--- src/rtl/fire_sched_pkg.sv ---
// Shared types and width helpers for the fire-layer scheduler.
// The HALT state is only present when FIRE_SCHED_WATCHDOG_EN is defined.
package fire_sched_pkg;

`ifdef FIRE_SCHED_WATCHDOG_EN
    typedef enum logic [2:0] {
        S_IDLE = 3'd0,
        S_RUN  = 3'd1,
        S_ACK  = 3'd2,
        S_DONE = 3'd3,
        S_HALT = 3'd4
    } fire_sched_state_t;
`else
    typedef enum logic [2:0] {
        S_IDLE = 3'd0,
        S_RUN  = 3'd1,
        S_ACK  = 3'd2,
        S_DONE = 3'd3
    } fire_sched_state_t;
`endif

    // Layer index is at least one bit wide so a single-layer chain still has a port.
    function automatic int layer_idx_w(input int n);
        return (n > 1) ? $clog2(n) : 1;
    endfunction

    function automatic int cnt_w(input int max_val);
        return $clog2(max_val + 1);
    endfunction

endpackage

--- src/rtl/fire_sched_wdog.sv ---
// Inactivity counter for the fire-layer scheduler; pulses expire_o for one
// cycle once run_i has been held for CYCLES cycles without a clear.
module fire_sched_wdog
    import fire_sched_pkg::*;
#(
    parameter int  CYCLES = 4096,
    localparam int W      = cnt_w(CYCLES)
) (
    input  logic clk,
    input  logic rst,
    input  logic clr_i,
    input  logic run_i,
    output logic expire_o
);

    localparam logic [W-1:0] LAST = W'(CYCLES - 1);

    logic [W-1:0] r_cnt;
    logic         r_expire;

    // Count idle cycles while running; the count restarts after each expiry.
    always_ff @(posedge clk or posedge rst) begin
        if (rst) begin
            r_cnt    <= '0;
            r_expire <= 1'b0;
        end else if (clr_i || !run_i) begin
            r_cnt    <= '0;
            r_expire <= 1'b0;
        end else if (r_cnt == LAST) begin
            r_cnt    <= '0;
            r_expire <= 1'b1;
        end else begin
            r_cnt    <= r_cnt + W'(1);
            r_expire <= 1'b0;
        end
    end

    assign expire_o = r_expire;

endmodule

--- src/rtl/fire_layer_scheduler.sv ---
// Runs a chain of fire-layer engines one at a time over a shared feature-map RAM.
// Define FIRE_SCHED_WATCHDOG_EN to add the inactivity watchdog and HALT state.
module fire_layer_scheduler
    import fire_sched_pkg::*;
#(
    parameter int  NUM_LAYERS        = 4,
    parameter int  SAMPLES_PER_LAYER = 256,
    parameter int  WDOG_CYCLES       = 4096,
    localparam int LW                = layer_idx_w(NUM_LAYERS),
    localparam int CW                = cnt_w(SAMPLES_PER_LAYER)
) (
    input  logic                  clk,
    input  logic                  rst,
    input  logic                  start_i,
    output logic [NUM_LAYERS-1:0] layer_en_o,
    input  logic [NUM_LAYERS-1:0] layer_sample_i,
    input  logic [NUM_LAYERS-1:0] layer_finish_i,
    output logic [NUM_LAYERS-1:0] ram_feedback_o,
    output logic [LW-1:0]         cur_layer_o,
    output logic                  busy_o,
    output logic                  done_o,
    output logic                  err_o
);

    localparam logic [CW-1:0]         CNT_FULL = CW'(SAMPLES_PER_LAYER);
    localparam logic [LW-1:0]         K_LAST   = LW'(NUM_LAYERS - 1);
    localparam logic [NUM_LAYERS-1:0] ONE      = NUM_LAYERS'(1);

    fire_sched_state_t     r_state;
    logic [LW-1:0]         r_k;
    logic [CW-1:0]         r_cnt;
    logic [NUM_LAYERS-1:0] r_en;
    logic [NUM_LAYERS-1:0] r_fb;
    logic [LW-1:0]         r_cur;
    logic                  r_busy;
    logic                  r_done;
    logic                  r_err;

    logic [NUM_LAYERS-1:0] w_onehot;
    logic                  w_sample;
    logic                  w_finish;

    // Only the active layer's strobes and finish are ever seen by the FSM.
    assign w_onehot = ONE << r_k;
    assign w_sample = |(layer_sample_i & w_onehot);
    assign w_finish = |(layer_finish_i & w_onehot);

`ifdef FIRE_SCHED_WATCHDOG_EN
    logic w_wdog_run;
    logic w_wdog_clr;
    logic w_expire;

    assign w_wdog_run = (r_state == S_RUN);
    assign w_wdog_clr = (r_state != S_RUN) | w_sample;

    fire_sched_wdog #(
        .CYCLES (WDOG_CYCLES)
    ) u_wdog (
        .clk      (clk),
        .rst      (rst),
        .clr_i    (w_wdog_clr),
        .run_i    (w_wdog_run),
        .expire_o (w_expire)
    );
`endif

    // Chain sequencer; outputs are a registered decode of the current state.
    always_ff @(posedge clk or posedge rst) begin
        if (rst) begin
            r_state <= S_IDLE;
            r_k     <= '0;
            r_cnt   <= '0;
            r_en    <= '0;
            r_fb    <= '0;
            r_cur   <= '0;
            r_busy  <= 1'b0;
            r_done  <= 1'b0;
            r_err   <= 1'b0;
        end else begin
            r_en   <= (r_state == S_RUN) ? w_onehot : '0;
            r_fb   <= (r_state == S_ACK) ? w_onehot : '0;
            r_cur  <= r_k;
            r_busy <= (r_state != S_IDLE) && (r_state != S_DONE);
            r_done <= (r_state == S_DONE);

            case (r_state)
                S_IDLE: begin
                    if (start_i) begin
                        r_k     <= '0;
                        r_cnt   <= '0;
                        r_err   <= 1'b0;
                        r_state <= S_RUN;
                    end
                end
                S_RUN: begin
                    // A sample coinciding with finish is counted before the ACK check.
                    if (w_sample && (r_cnt != CNT_FULL)) begin
                        r_cnt <= r_cnt + CW'(1);
                    end
                    if (w_finish) begin
                        r_state <= S_ACK;
`ifdef FIRE_SCHED_WATCHDOG_EN
                    end else if (w_expire) begin
                        r_err   <= 1'b1;
                        r_state <= S_HALT;
`endif
                    end
                end
                S_ACK: begin
                    if (r_cnt != CNT_FULL) begin
                        r_err <= 1'b1;
                    end
                    r_cnt <= '0;
                    if (r_k == K_LAST) begin
                        r_state <= S_DONE;
                    end else begin
                        r_k     <= r_k + LW'(1);
                        r_state <= S_RUN;
                    end
                end
                S_DONE: begin
                    r_state <= S_IDLE;
                end
`ifdef FIRE_SCHED_WATCHDOG_EN
                S_HALT: begin
                    if (start_i) begin
                        r_k     <= '0;
                        r_cnt   <= '0;
                        r_err   <= 1'b0;
                        r_state <= S_RUN;
                    end
                end
`endif
                default: begin
                    r_state <= S_IDLE;
                end
            endcase
        end
    end

    assign layer_en_o     = r_en;
    assign ram_feedback_o = r_fb;
    assign cur_layer_o    = r_cur;
    assign busy_o         = r_busy;
    assign done_o         = r_done;
    assign err_o          = r_err;

endmodule
--- config.mk ---
export PLATFORM = sky130hd
export DESIGN_NAME = fire_layer_scheduler
export DESIGN_NICKNAME = d
export VERILOG_FILES = /design/src/rtl/fire_sched_pkg.sv /design/src/rtl/fire_sched_wdog.sv /design/src/rtl/fire_layer_scheduler.sv
export SDC_FILE = /design/constraint.sdc
export NUM_CORES = 1
export LEC_CHECK = 0
export BUFFER_PORTS_ARGS = -buffer_cell sky130_fd_sc_hd__buf_2
export CORE_ASPECT_RATIO = 1.2
export CORE_MARGIN = 2
export CORE_UTILIZATION = 57
export CTS_BUF_LIST = sky130_fd_sc_hd__clkbuf_8
export DETAILED_ROUTE_END_ITERATION = 8
export PLACE_DENSITY = 0.81
export SLEW_MARGIN = 20
export SYNTH_ARGS = -nofsm -noshare
export SYNTH_HDL_FRONTEND = slang
export SYNTH_SLANG_ARGS = --single-unit
--- constraint.sdc ---
create_clock -name clk -period 2.2 [get_ports clk]
set_input_delay 0.22 -clock clk [delete_from_list [all_inputs] [get_ports clk]]
set_output_delay 0.22 -clock clk [all_outputs]
set_load 0.03 [all_outputs]
==> results.py <==
metrics = {
    "clock_network": {
        "post_cts_resize_count": 0,
        "cts_root_buf": "clkbuf_8",
        "insertion_delay_ns": 0.27,
        "clkTransAtPathRegs_ns": 0.09,
        "htreeDepth": 1,
        "clock-sinks": 26,
        "cts_tree": "done",
        "cts_buffers": 3,
        "clk_path_buf_depth": 2,
        "post_cts.repair.setup_buffers": 0,
    },
    "synth": {
        "ys_ff_latch": 26,
        "synthCells": 126,
        "yosysSeqAreaShare_pct": 47.7,
        "synth_nets": 147,
        "ys_warn_count": 0,
        "synth_cell_types": 37,
        "synth.avg_cell_area_um2": 10.8,
        "synth_edf_count": 0,
        "async_flop_share_pct": 100,
        "synthFlopType": "dfrtp_1",
        "synth_area_um2": 1360,
    },
    "detailed_routing": {
        "drt_iter0_drc": 32,
        "viasPerCell": 5.80,
        "wl_per_cell_um": 15.2,
        "vias": 1078,
        "detail-route-antenna-nets": 0,
        "finalWirelength_um": 2830,
        "drc": 0,
        "first_pass_iters": 4,
    },
    "critical_path": {
        "rr_endpoint": "r_cnt[5]",
        "path_max_fanout": 8,
        "max_stage_delay_ns": 0.44,
        "cp_data_required_time_ns": 2.35,
        "startpoint_type": "register",
        "r2r_slack_ns": 0.29,
        "critPathCaptureType": "register",
        "worstReg2RegStart": "r_k[1]",
        "cp_cell_sequence": "inv_1, ha_1, a22oi_2, nand2_1, and4_1, a22o_1",
        "crit_arrival_ns": 2.07,
        "critPathKind": "reg2reg",
        "critPathSlowestCell": "dfrtp_1",
        "worstRegToRegCells": 6,
    },
    "floorplanning": {
        "fp-row-count": 19,
        "fp.dieH_um": 57.6,
        "io_pins": 24,
        "start_util_pct": 59.8,
        "die_area_um2": 2800,
        "die_w_um": 48.7,
        "core_um2": 2280,
    },
    "power_and_ir_drop": {
        "ir_drop_mv": 0.750,
        "p_leak_uw": 0.000779,
        "power_density_nw_per_um2": 1130,
        "power_uw": 1800,
    },
    "sta": {
        "final_hold_viol_count": 0,
        "relSlewSlack_pct": 67.1,
        "period_needed_ns": 1.91,
        "setup_viol": 0,
        "worstMarginPinSlew_ns": 0.493,
        "finalSetupTns_ns": 0,
        "fmax_mhz": 523,
        "drv_slew": 0,
        "rsz0062_at_grt": "no",
        "finalCritPeriodShare_pct": 87.0,
        "clock-skew-final_ns": 0.00834,
    },
    "grt": {
        "grt.overflow.total": 0,
        "use_met3_pct": 2.88,
        "grt_use_met2_pct": 40.9,
        "grt_pass1_wl_um": 5040,
        "grt_pass1_vias": 1125,
        "grt_use_met1_pct": 28.7,
        "gr-max-usage-layer": "met2",
        "grt_max_degree": 16,
        "grt.total_usage_pct": 22.8,
        "antenna_found_initial": 0,
    },
    "cells_and_area": {
        "nets": 177,
        "drive_gt1_share_pct": 27.7,
        "finalNonFillerCells": 186,
        "antennaDiodeCount": 0,
        "area_delta_synth_final_pct": 17.1,
        "utilization_pct": 70.0,
    },
    "run_status": {
        "status": "completed",
    },
    "placed_design": {
        "hpwl_um": 2210,
        "dp_cells": 181,
        "portBuffers": 23,
        "gp_congestion": 0.875,
    },
    "min_path": {
        "hp-start": "start_i",
        "hp-class": "in2reg",
        "min_path_cells": 4,
        "holdPathEnd": "err_o",
    },
    "flow_run": {
        "drv_cap": 0,
    },
}
metal layers:
metal  vias to the layer above  share of wire, %
met5                         -                 0
met1                       527                41
met3                         4               3.0
met2                        22                54
met4                         0               1.3
li1                        525                 -
cells in the mapped netlist (all sizes together) (4+ instances only):
library cell | n | share of area (%)
dfrtp | 26 | 48
nand4 | 5 | 2.3
nand2 | 10 | 2.8
nor2 | 8 | 2.2
o211ai | 4 | 2.2
inv | 9 | 2.5
and2 | 8 | 3.9
ha | 10 | 9.2
a211oi | 5 | 2.8
o21ai | 6 | 3.0
a22o | 6 | 3.9
how the worst max path moves through the flow:
stage	start	endpoint	slack, ns	depth (start not counted)
finish	r_k[1]	r_cnt[5]	0.29	6
global route	r_k[0]	r_cnt[5]	0.14	6
CTS	r_k[1]	r_cnt[5]	0.30	6
detailed placement	r_k[1]	r_cnt[4]	0.32	6
global placement	r_k[1]	r_cnt[5]	0.31	6
floorplan	r_k[1]	r_cnt[4]	0.58	6
sequential cells by signal (all words and copies together), names as in the netlist:
name and flops:
r_k 2, layer_en_o 4, r_state 2, r_cnt 9
cur_layer_o 2, busy_o 1, ram_feedback_o 4, done_o 1
err_o 1
cells in the final DEF, fill, tap and decap left out, types with 2 or more instances in the layout:
cell type,count
a211oi_1,5
a21oi_1,3
a22o_1,5
and2_1,6
and2_2,2
buf_2,23
buf_4,3
clkbuf_8,4
dfrtp_1,26
ha_1,10
inv_1,9
nand2_1,10
nand3_1,2
nand4_1,5
nand4b_1,3
nor2_1,8
nor4b_1,2
o211ai_1,4
o21ai_0,3
o21ai_2,3
power breakdown:
| group | switching (uW) | total (uW) | internal [uW] |
|---|---|---|---|
| combinational | 544 | 855 | 312 |
| sequential | 66.0 | 643 | 577 |
| clock | 147 | 307 | 160 |
area by class of cell:
class / count / area (um^2)
Fill cell: 185 / 686
Timing Repair Buffer: 27 / 148
Tap cell: 31 / 38.8
Multi-Input combinational cell: 89 / 671
Clock buffer: 4 / 55.1
Sequential cell: 26 / 651
Inverter: 9 / 33.8
per-stage QoR:
step	area [um^2]	hold WS, ns	worst slack, ns
2_1_floorplan	1360	0.260	0.582
3_3_place_gp	1530	0.249	0.307
3_5_place_dp	1530	0.254	0.321
4_1_cts	1600	0.291	0.296
5_1_grt	1600	0.323	0.141
6_report	1600	0.286	0.287
critical path: cells and delay by family (launching register included):
family                   cells  cell delay [ns]
AO/OA/AOI/OAI                2             0.59
adder cells (fa/ha/maj)      1             0.24
buffers and inverters        1             0.10
flip-flops                   1             0.44
AND/OR/NAND/NOR              2             0.43
kinds of logic after synthesis:
group                    after synthesis  synth area share (%)
adder cells (fa/ha/maj)               10                  9.17
AND/OR/NAND/NOR                       43                  17.6
flip-flops                            26                  47.7
buffers and inverters                 11                  3.12
multiplexers                           1                 0.826
AO/OA/AOI/OAI                         35                  21.6
timing repair:
item                                   CTS  global route
hold buffers                             1             0
setup endpoints to repair                0             0
endpoints found under the hold margin   11             0
Power figures use the tool's default switching activity.
